**src/rtl/per2axi_pkg.sv**
```systemverilog
// Shared definitions for the per2axi response path.
//   resp_t       : AXI response code (R/B resp field)
//   RESP_*       : AXI response encodings
package per2axi_pkg;

    typedef logic [1:0] resp_t;

    localparam resp_t RESP_OKAY   = 2'b00;
    localparam resp_t RESP_EXOKAY = 2'b01;
    localparam resp_t RESP_SLVERR = 2'b10;
    localparam resp_t RESP_DECERR = 2'b11;

    localparam int unsigned PER_RDATA_WIDTH = 32;

endpackage : per2axi_pkg

```
**src/rtl/per2axi_res_id_table.sv**
```systemverilog
// Per-AXI-ID side table for outstanding transactions.
// Each entry holds the address half (add[2]) and a flag marking a pending
// load-type atomic whose B beat must be swallowed.
//   clk_i, rst_i       : clock, async active-high reset
//   trans_we_i/id/half : read issue -> half[id] <= half
//   atop_we_i/id/half  : atomic issue -> half[id] <= half, atop[id] <= 1
//   clr_we_i/clr_id_i  : swallowed B beat -> atop[id] <= 0
//   r_id_i / r_half_c  : async read of half for the R channel ID
//   b_id_i / b_atop_c  : async read of atop flag for the B channel ID
module per2axi_res_id_table #(
    parameter int unsigned ID_WIDTH = 3,
    parameter int unsigned NB_IDS   = 2 ** ID_WIDTH
) (
    input  logic                clk_i,
    input  logic                rst_i,
    input  logic                trans_we_i,
    input  logic [ID_WIDTH-1:0] trans_id_i,
    input  logic                trans_half_i,
    input  logic                atop_we_i,
    input  logic [ID_WIDTH-1:0] atop_id_i,
    input  logic                atop_half_i,
    input  logic                clr_we_i,
    input  logic [ID_WIDTH-1:0] clr_id_i,
    input  logic [ID_WIDTH-1:0] r_id_i,
    output logic                r_half_c,
    input  logic [ID_WIDTH-1:0] b_id_i,
    output logic                b_atop_c
);

    logic [NB_IDS-1:0] half_q;
    logic [NB_IDS-1:0] atop_q;

    // Table update; trans and atop never target the same ID in one cycle.
    // A new atomic issue wins over a clear on the same ID.
    always_ff @(posedge clk_i or posedge rst_i) begin
        if (rst_i) begin
            half_q <= '0;
            atop_q <= '0;
        end else begin
            if (trans_we_i) begin
                half_q[trans_id_i] <= trans_half_i;
            end
            if (clr_we_i) begin
                atop_q[clr_id_i] <= 1'b0;
            end
            if (atop_we_i) begin
                half_q[atop_id_i] <= atop_half_i;
                atop_q[atop_id_i] <= 1'b1;
            end
        end
    end

    // Lookups see the registered (pre-write) contents.
    assign r_half_c = half_q[r_id_i];
    assign b_atop_c = atop_q[b_id_i];

endmodule : per2axi_res_id_table

```
**src/rtl/per2axi_res_channel_buf.sv**
```systemverilog
// Response stage of the per2axi bridge: merges AXI R and B into one registered
// 32-bit peripheral response per transaction, R having priority over B.
//   clk_i, rst_i               : clock, async active-high reset
//   trans_* / atop_*           : issue side-band from the request stage
//   axi_master_r_* / _b_*      : AXI R and B channels
//   per_slave_r_*              : registered response (valid is a 1-cycle pulse)
module per2axi_res_channel_buf
    import per2axi_pkg::*;
#(
    parameter int unsigned PER_ID_WIDTH   = 5,
    parameter int unsigned AXI_ADDR_WIDTH = 32,
    parameter int unsigned AXI_DATA_WIDTH = 64,
    parameter int unsigned AXI_USER_WIDTH = 6,
    parameter int unsigned AXI_ID_WIDTH   = 3
) (
    input  logic                      clk_i,
    input  logic                      rst_i,

    input  logic                      trans_req_i,
    input  logic [AXI_ID_WIDTH-1:0]   trans_id_i,
    input  logic [AXI_ADDR_WIDTH-1:0] trans_add_i,

    input  logic                      atop_req_i,
    input  logic [AXI_ID_WIDTH-1:0]   atop_id_i,
    input  logic [AXI_ADDR_WIDTH-1:0] atop_add_i,

    input  logic                      axi_master_r_valid_i,
    input  logic [AXI_DATA_WIDTH-1:0] axi_master_r_data_i,
    input  logic [1:0]                axi_master_r_resp_i,
    input  logic                      axi_master_r_last_i,
    input  logic [AXI_ID_WIDTH-1:0]   axi_master_r_id_i,
    input  logic [AXI_USER_WIDTH-1:0] axi_master_r_user_i,
    output logic                      axi_master_r_ready_o,

    input  logic                      axi_master_b_valid_i,
    input  logic [1:0]                axi_master_b_resp_i,
    input  logic [AXI_ID_WIDTH-1:0]   axi_master_b_id_i,
    input  logic [AXI_USER_WIDTH-1:0] axi_master_b_user_i,
    output logic                      axi_master_b_ready_o,

    output logic                      per_slave_r_valid_o,
    output logic                      per_slave_r_opc_o,
    output logic [PER_ID_WIDTH-1:0]   per_slave_r_id_o,
    output logic [31:0]               per_slave_r_rdata_o
);

    localparam int unsigned NB_IDS = 2 ** AXI_ID_WIDTH;

    if (AXI_DATA_WIDTH != 64) begin : g_bad_data_width
        $error("per2axi_res_channel_buf: only AXI_DATA_WIDTH == 64 is supported");
    end

    logic                       r_half_c;
    logic                       b_atop_c;
    logic                       b_accept_c;
    logic                       b_drop_c;

    logic                       sel_valid_c;
    logic                       sel_opc_c;
    logic [AXI_ID_WIDTH-1:0]    sel_id_c;
    logic [31:0]                sel_rdata_c;
    logic [PER_ID_WIDTH-1:0]    sel_onehot_c;

    logic                       valid_q;
    logic                       opc_q;
    logic [PER_ID_WIDTH-1:0]    id_q;
    logic [31:0]                rdata_q;

    logic                       unused_inputs_c;

    // R is always accepted; B only when no R competes.
    assign axi_master_r_ready_o = ~rst_i;
    assign axi_master_b_ready_o = ~rst_i & ~axi_master_r_valid_i;

    assign b_accept_c = axi_master_b_valid_i & ~axi_master_r_valid_i;
    // B of a load-type atomic carries no data for the master: swallow it.
    assign b_drop_c   = b_accept_c & b_atop_c;

    per2axi_res_id_table #(
        .ID_WIDTH (AXI_ID_WIDTH),
        .NB_IDS   (NB_IDS)
    ) i_id_table (
        .clk_i        (clk_i),
        .rst_i        (rst_i),
        .trans_we_i   (trans_req_i),
        .trans_id_i   (trans_id_i),
        .trans_half_i (trans_add_i[2]),
        .atop_we_i    (atop_req_i),
        .atop_id_i    (atop_id_i),
        .atop_half_i  (atop_add_i[2]),
        .clr_we_i     (b_drop_c),
        .clr_id_i     (axi_master_b_id_i),
        .r_id_i       (axi_master_r_id_i),
        .r_half_c     (r_half_c),
        .b_id_i       (axi_master_b_id_i),
        .b_atop_c     (b_atop_c)
    );

    // Response select: R beat, else a non-swallowed B beat.
    always_comb begin
        sel_valid_c = 1'b0;
        sel_opc_c   = 1'b0;
        sel_id_c    = '0;
        sel_rdata_c = '0;
        if (axi_master_r_valid_i) begin
            sel_valid_c = 1'b1;
            sel_opc_c   = axi_master_r_resp_i[1];
            sel_id_c    = axi_master_r_id_i;
            sel_rdata_c = r_half_c ? axi_master_r_data_i[63:32]
                                   : axi_master_r_data_i[31:0];
        end else if (b_accept_c && !b_atop_c) begin
            sel_valid_c = 1'b1;
            sel_opc_c   = axi_master_b_resp_i[1];
            sel_id_c    = axi_master_b_id_i;
            // Store-conditional result: 0 on exclusive success, 1 otherwise.
            sel_rdata_c = 32'(axi_master_b_resp_i != RESP_EXOKAY);
        end
    end

    // One-hot peripheral ID; AXI IDs beyond the master count map to 0.
    always_comb begin
        sel_onehot_c = '0;
        for (int unsigned i = 0; i < PER_ID_WIDTH; i++) begin
            if (32'(sel_id_c) == i) begin
                sel_onehot_c[i] = 1'b1;
            end
        end
    end

    // Output register; payload holds its last value between pulses.
    always_ff @(posedge clk_i or posedge rst_i) begin
        if (rst_i) begin
            valid_q <= 1'b0;
            opc_q   <= 1'b0;
            id_q    <= '0;
            rdata_q <= '0;
        end else begin
            valid_q <= sel_valid_c;
            if (sel_valid_c) begin
                opc_q   <= sel_opc_c;
                id_q    <= sel_onehot_c;
                rdata_q <= sel_rdata_c;
            end
        end
    end

    assign per_slave_r_valid_o = valid_q;
    assign per_slave_r_opc_o   = opc_q;
    assign per_slave_r_id_o    = id_q;
    assign per_slave_r_rdata_o = rdata_q;

    assign unused_inputs_c = ^{axi_master_r_last_i, axi_master_r_user_i,
                               axi_master_b_user_i, trans_add_i, atop_add_i};

    a_r_id_range : assert property (@(posedge clk_i) disable iff (rst_i)
        axi_master_r_valid_i |-> (32'(axi_master_r_id_i) < PER_ID_WIDTH));

    a_b_id_range : assert property (@(posedge clk_i) disable iff (rst_i)
        b_accept_c |-> (32'(axi_master_b_id_i) < PER_ID_WIDTH));

endmodule : per2axi_res_channel_buf

```
**config.mk**
```make
export PLATFORM = sky130hd
export DESIGN_NAME = per2axi_res_channel_buf
export DESIGN_NICKNAME = d
export VERILOG_FILES = /design/src/rtl/per2axi_pkg.sv /design/src/rtl/per2axi_res_id_table.sv /design/src/rtl/per2axi_res_channel_buf.sv
export SDC_FILE = /design/constraint.sdc
export NUM_CORES = 1
export LEC_CHECK = 0
export ABC_AREA = 1
export CAP_MARGIN = 20
export CELL_PAD_IN_SITES_DETAIL_PLACEMENT = 2
export CELL_PAD_IN_SITES_GLOBAL_PLACEMENT = 2
export CORE_ASPECT_RATIO = 0.6
export CORE_MARGIN = 3
export CORE_UTILIZATION = 31
export CTS_CLUSTER_SIZE = 24
export DETAILED_ROUTE_END_ITERATION = 8
export DONT_BUFFER_PORTS = 1
export GPL_TIMING_DRIVEN = 0
export PLACE_DENSITY_LB_ADDON = 0.1
export SLEW_MARGIN = 20
export SYNTH_ARGS = -nofsm -noshare
export SYNTH_HDL_FRONTEND = slang
export SYNTH_SLANG_ARGS = --single-unit
```
**constraint.sdc**
```tcl
create_clock -name clk_i -period 2.35 [get_ports clk_i]
set_clock_uncertainty 0.1 [all_clocks]
set_input_delay 0.47 -clock clk_i [delete_from_list [all_inputs] [get_ports clk_i]]
set_output_delay 0.47 -clock clk_i [all_outputs]
set_load 0.005 [all_outputs]
```
==> impl_metrics.csv <==
group,metric,value,unit
outcome,status,"finished, final reports clean",
final_layout,diodes,0,
timing,slew_headroom,64.6,%
setup_path,reg2reg_from,"i_id_table.half_q[0]",
timing,rsz0062_at_grt,"no",
synth,ys_types,26,
setup_path,critical_path_class,"primary input to output pin",
synth,yosysWarnings,0,
cts,worstSkewPairLatency,0.30,ns
floorplan,dieArea,10700,um^2
timing,max_freq,512,MHz
power,swShare,31.6,%
power,p_comb_share,19.3,%
cts,cts_tree,"built",
timing,drv_slew,0,
placed_design,hpwlAfterDp,8340,um
timing,setup_viol,0,
synth,synth_area,2950,um^2
setup_path,worstPathMaxFanout,10,
final_layout,multi_input_area,1350,um^2
setup_path,cp.arrival,1.38,ns
final_layout,post-route-util,37.3,%
synth,synth-seq-cells,55,
cts,postCtsSetupBuffers,0,
setup_path,cp_slowest_stage_delay,0.42,ns
final_layout,seq_area,1380,um^2
setup_path,ff2ff_path_depth,8,
timing,post-route-period-util,83.2,%
grt,grt_pass1_vias,3025,
setup_path,worstSetupEndpointType,"output pin",
cts,clock_path_buffers,2,
power,p_per_area,802,nW/um^2
power,p_int,0.00182,W
min_path,min_from,"atop_add_i[2]",
min_path,hp-class,"primary input to flip-flop",
setup_path,start_kind,"primary input",
routing,remaining_drc_errors,0,
cts,cts_buffers,5,
grt,grt_overflow,0,
timing,hold_viol_final,0,
synth,synth_fp_nets,561,
routing,via_count,2848,
setup_path,crit_slowest_cell,"clkbuf_1",
cts,path_clk_slew,0.08,ns
placed_design,place.gp.congestion,0.817,
synth,ys_seq_area_share,46.7,%
synth,netlist_top_cells_area,"dfrtp_1 (47%), nand2_1 (15%), o21ai_0 (7.5%)",
cts,ctsRootBufferMaster,"clkbuf_16",
flow_run,drv_cap,0,
grt,grt_pass1_wl,17000,um
routing,viasPerCell,5.33,
power,p_leak,1.53,nW
cts,clock_sinks,55,
min_path,min_path_cells,2,
timing,holdWs,0.214,ns
floorplan,coreArea,8880,um^2
grt,grt_max_degree,36,
setup_path,cp.required,1.78,ns
synth,synth_top_area_share,46.7,%
placed_design,place_ws,0.362,ns
floorplan,num_rows,26,
min_path,min_to,"i_id_table.half_q[6]",
cts,cts-resized-gates,0,
final_layout,drive_above_1_share,7.35,%
synth,synth_area_per_cell,7.40,um^2
grt,grt_usage,20.1,%
final_layout,nFillCells,1070,
power,seq_power_share,47.0,%
placed_design,portBuffers,0,
floorplan,io_pins,204,
routing,drt_iter0_drc,89,
grt,antenna_found_initial,0,
setup_path,cp_cell_sequence,"clkbuf_1 > clkbuf_1 > nor2_1",
power,p_clk_share,33.7,%
timing,setup_ws,0.396,ns
floorplan,die_y,81.5,um
power,p_switching,0.000838,W
cts,htreeDepth,2,
timing,fin_tns_setup,0,ns
setup_path,crit_top_cell,"clkbuf_1",
synth,synth_cells,398,
floorplan,initial_core_util,33.2,%
routing,ant_nets,0,
timing,tightestPinTransition,0.529,ns
routing,dr.pass1.iters,4,
final_layout,areaGrowthSynthToFinish,12.4,%
synth,yosysTopAreaCell,"dfrtp_1",
setup_path,r2r_end,"per_slave_r_rdata_o[1]",
routing,wl,10700,um
power,max-vdd-ir-drop,335,uV
routing,wl_per_cell,20.0,um
timing,post-route-min-period,1.95,ns
floorplan,die_w,132,um
final_layout,layout.nets,570,
setup_path,reg2reg_slack,0.51,ns
[placed cells by master (no fill, tap or decap), types with 2 or more instances in the layout]
master,n
inv_2,4
inv_1,24
a21oi_1,34
buf_6,3
dfrtp_1,55
nor2_4,2
nor2_1,23
o22ai_1,4
buf_2,7
nand3_1,16
nand4_1,7
clkbuf_1,10
o21ai_0,44
o21ai_1,34
a31oi_1,2
clkbuf_16,5
nand2_1,118
[metal layers]
layer	share of wire [%]	up-vias	track usage [%]
li1	-	1341	-
met1	49	1416	28.0
met2	43	83	30.9
met3	7.6	8	7.28
met4	0.54	0	2.83
met5	0	-	0
[worst max-delay path: cells and delay by family]
kind,cells,cell delay [ns]
simple gates,1,0.13
buf+inv,2,0.79
[cell families after synthesis]
logic type	Yosys count	share of synthesized area [%]
flip-flops	55	46.7
multiplexers	1	0.340
AO/OA/AOI/OAI	122	21.5
AND/OR/NAND/NOR	171	24.1
buffers and inverters	49	7.31
[flip-flops by register name, indices dropped and copies added (netlist names)]
name / flops
per_slave_r_valid_o: 1
i_id_table.half_q: 8
per_slave_r_id_o: 5
per_slave_r_rdata_o: 32
per_slave_r_opc_o: 1
i_id_table.atop_q: 8
[cell usage after synthesis]
| cell type | instances |
|---|---|
| nand2_1 | 118 |
| dfrtp_1 | 55 |
| o21ai_0 | 44 |
| a21oi_1 | 34 |
| o21ai_1 | 34 |
| inv_1 | 25 |
| nor2_1 | 23 |
| nand3_1 | 16 |
| clkbuf_1 | 10 |
| buf_2 | 7 |
| nand4_1 | 7 |
| inv_2 | 4 |
| o22ai_1 | 4 |
| buf_6 | 3 |
| a31oi_1 | 2 |
| nor2_4 | 2 |
| mux2i_1 | 1 |
| nand2_2 | 1 |
| nand3_2 | 1 |
| nand3b_1 | 1 |
| nor2_2 | 1 |
| nor3_1 | 1 |
| o211ai_1 | 1 |
| o211ai_2 | 1 |
| o21a_1 | 1 |
| o21bai_1 | 1 |
[per-stage QoR]
step                total power [W]  area [um^2]  instances
floorplan                   0.00160         2950        398
global placement            0.00175         3100        524
detailed placement          0.00178         3130        525
CTS                         0.00269         3310        534
global route                0.00284         3310        534
finish                      0.00265         3310        534
[cell type report]
| class | instances | area share [%] |
|---|---|---|
| plain buffers | 20 | 3.21 |
| clock buffers | 6 | 4.20 |
| clock inverters | 2 | 1.06 |
| inverters | 29 | 3.36 |
| multi-input cells | 294 | 40.9 |
| flip-flops and latches | 55 | 41.6 |
| well taps | 126 | 4.76 |
| repair buffers | 2 | 0.907 |
[worst max path at each step]
stage	from	end	slack (ns)
after floorplan	rst_i	axi_master_r_ready_o	0.14
after global placement	rst_i	per_slave_r_rdata_o[24]	-0.52
after detailed placement	axi_master_r_valid_i	axi_master_b_ready_o	0.36
after CTS	axi_master_r_valid_i	axi_master_b_ready_o	0.37
after global routing	axi_master_r_valid_i	axi_master_b_ready_o	0.29
final	axi_master_r_valid_i	axi_master_b_ready_o	0.40
[power by group through the flow]
| stage | clock network [W] | registers, W | logic [W] |
|---|---|---|---|
| global route | 0.000967 | 0.00127 | 0.000600 |
| floorplan | 0 | 0.00121 | 0.000382 |
| detailed placement | 0 | 0.00127 | 0.000518 |
| CTS | 0.000916 | 0.00125 | 0.000524 |
| global placement | 0 | 0.00126 | 0.000486 |
| finish | 0.000895 | 0.00125 | 0.000513 |
[timing repair]
| action | 4_1_cts | 5_1_grt |
|---|---|---|
| hold buffers | 1 | 0 |
| hold endpoints to repair | 20 | 0 |
| setup endpoints to repair | 0 | 0 |
Power figures use the tool's default switching activity.
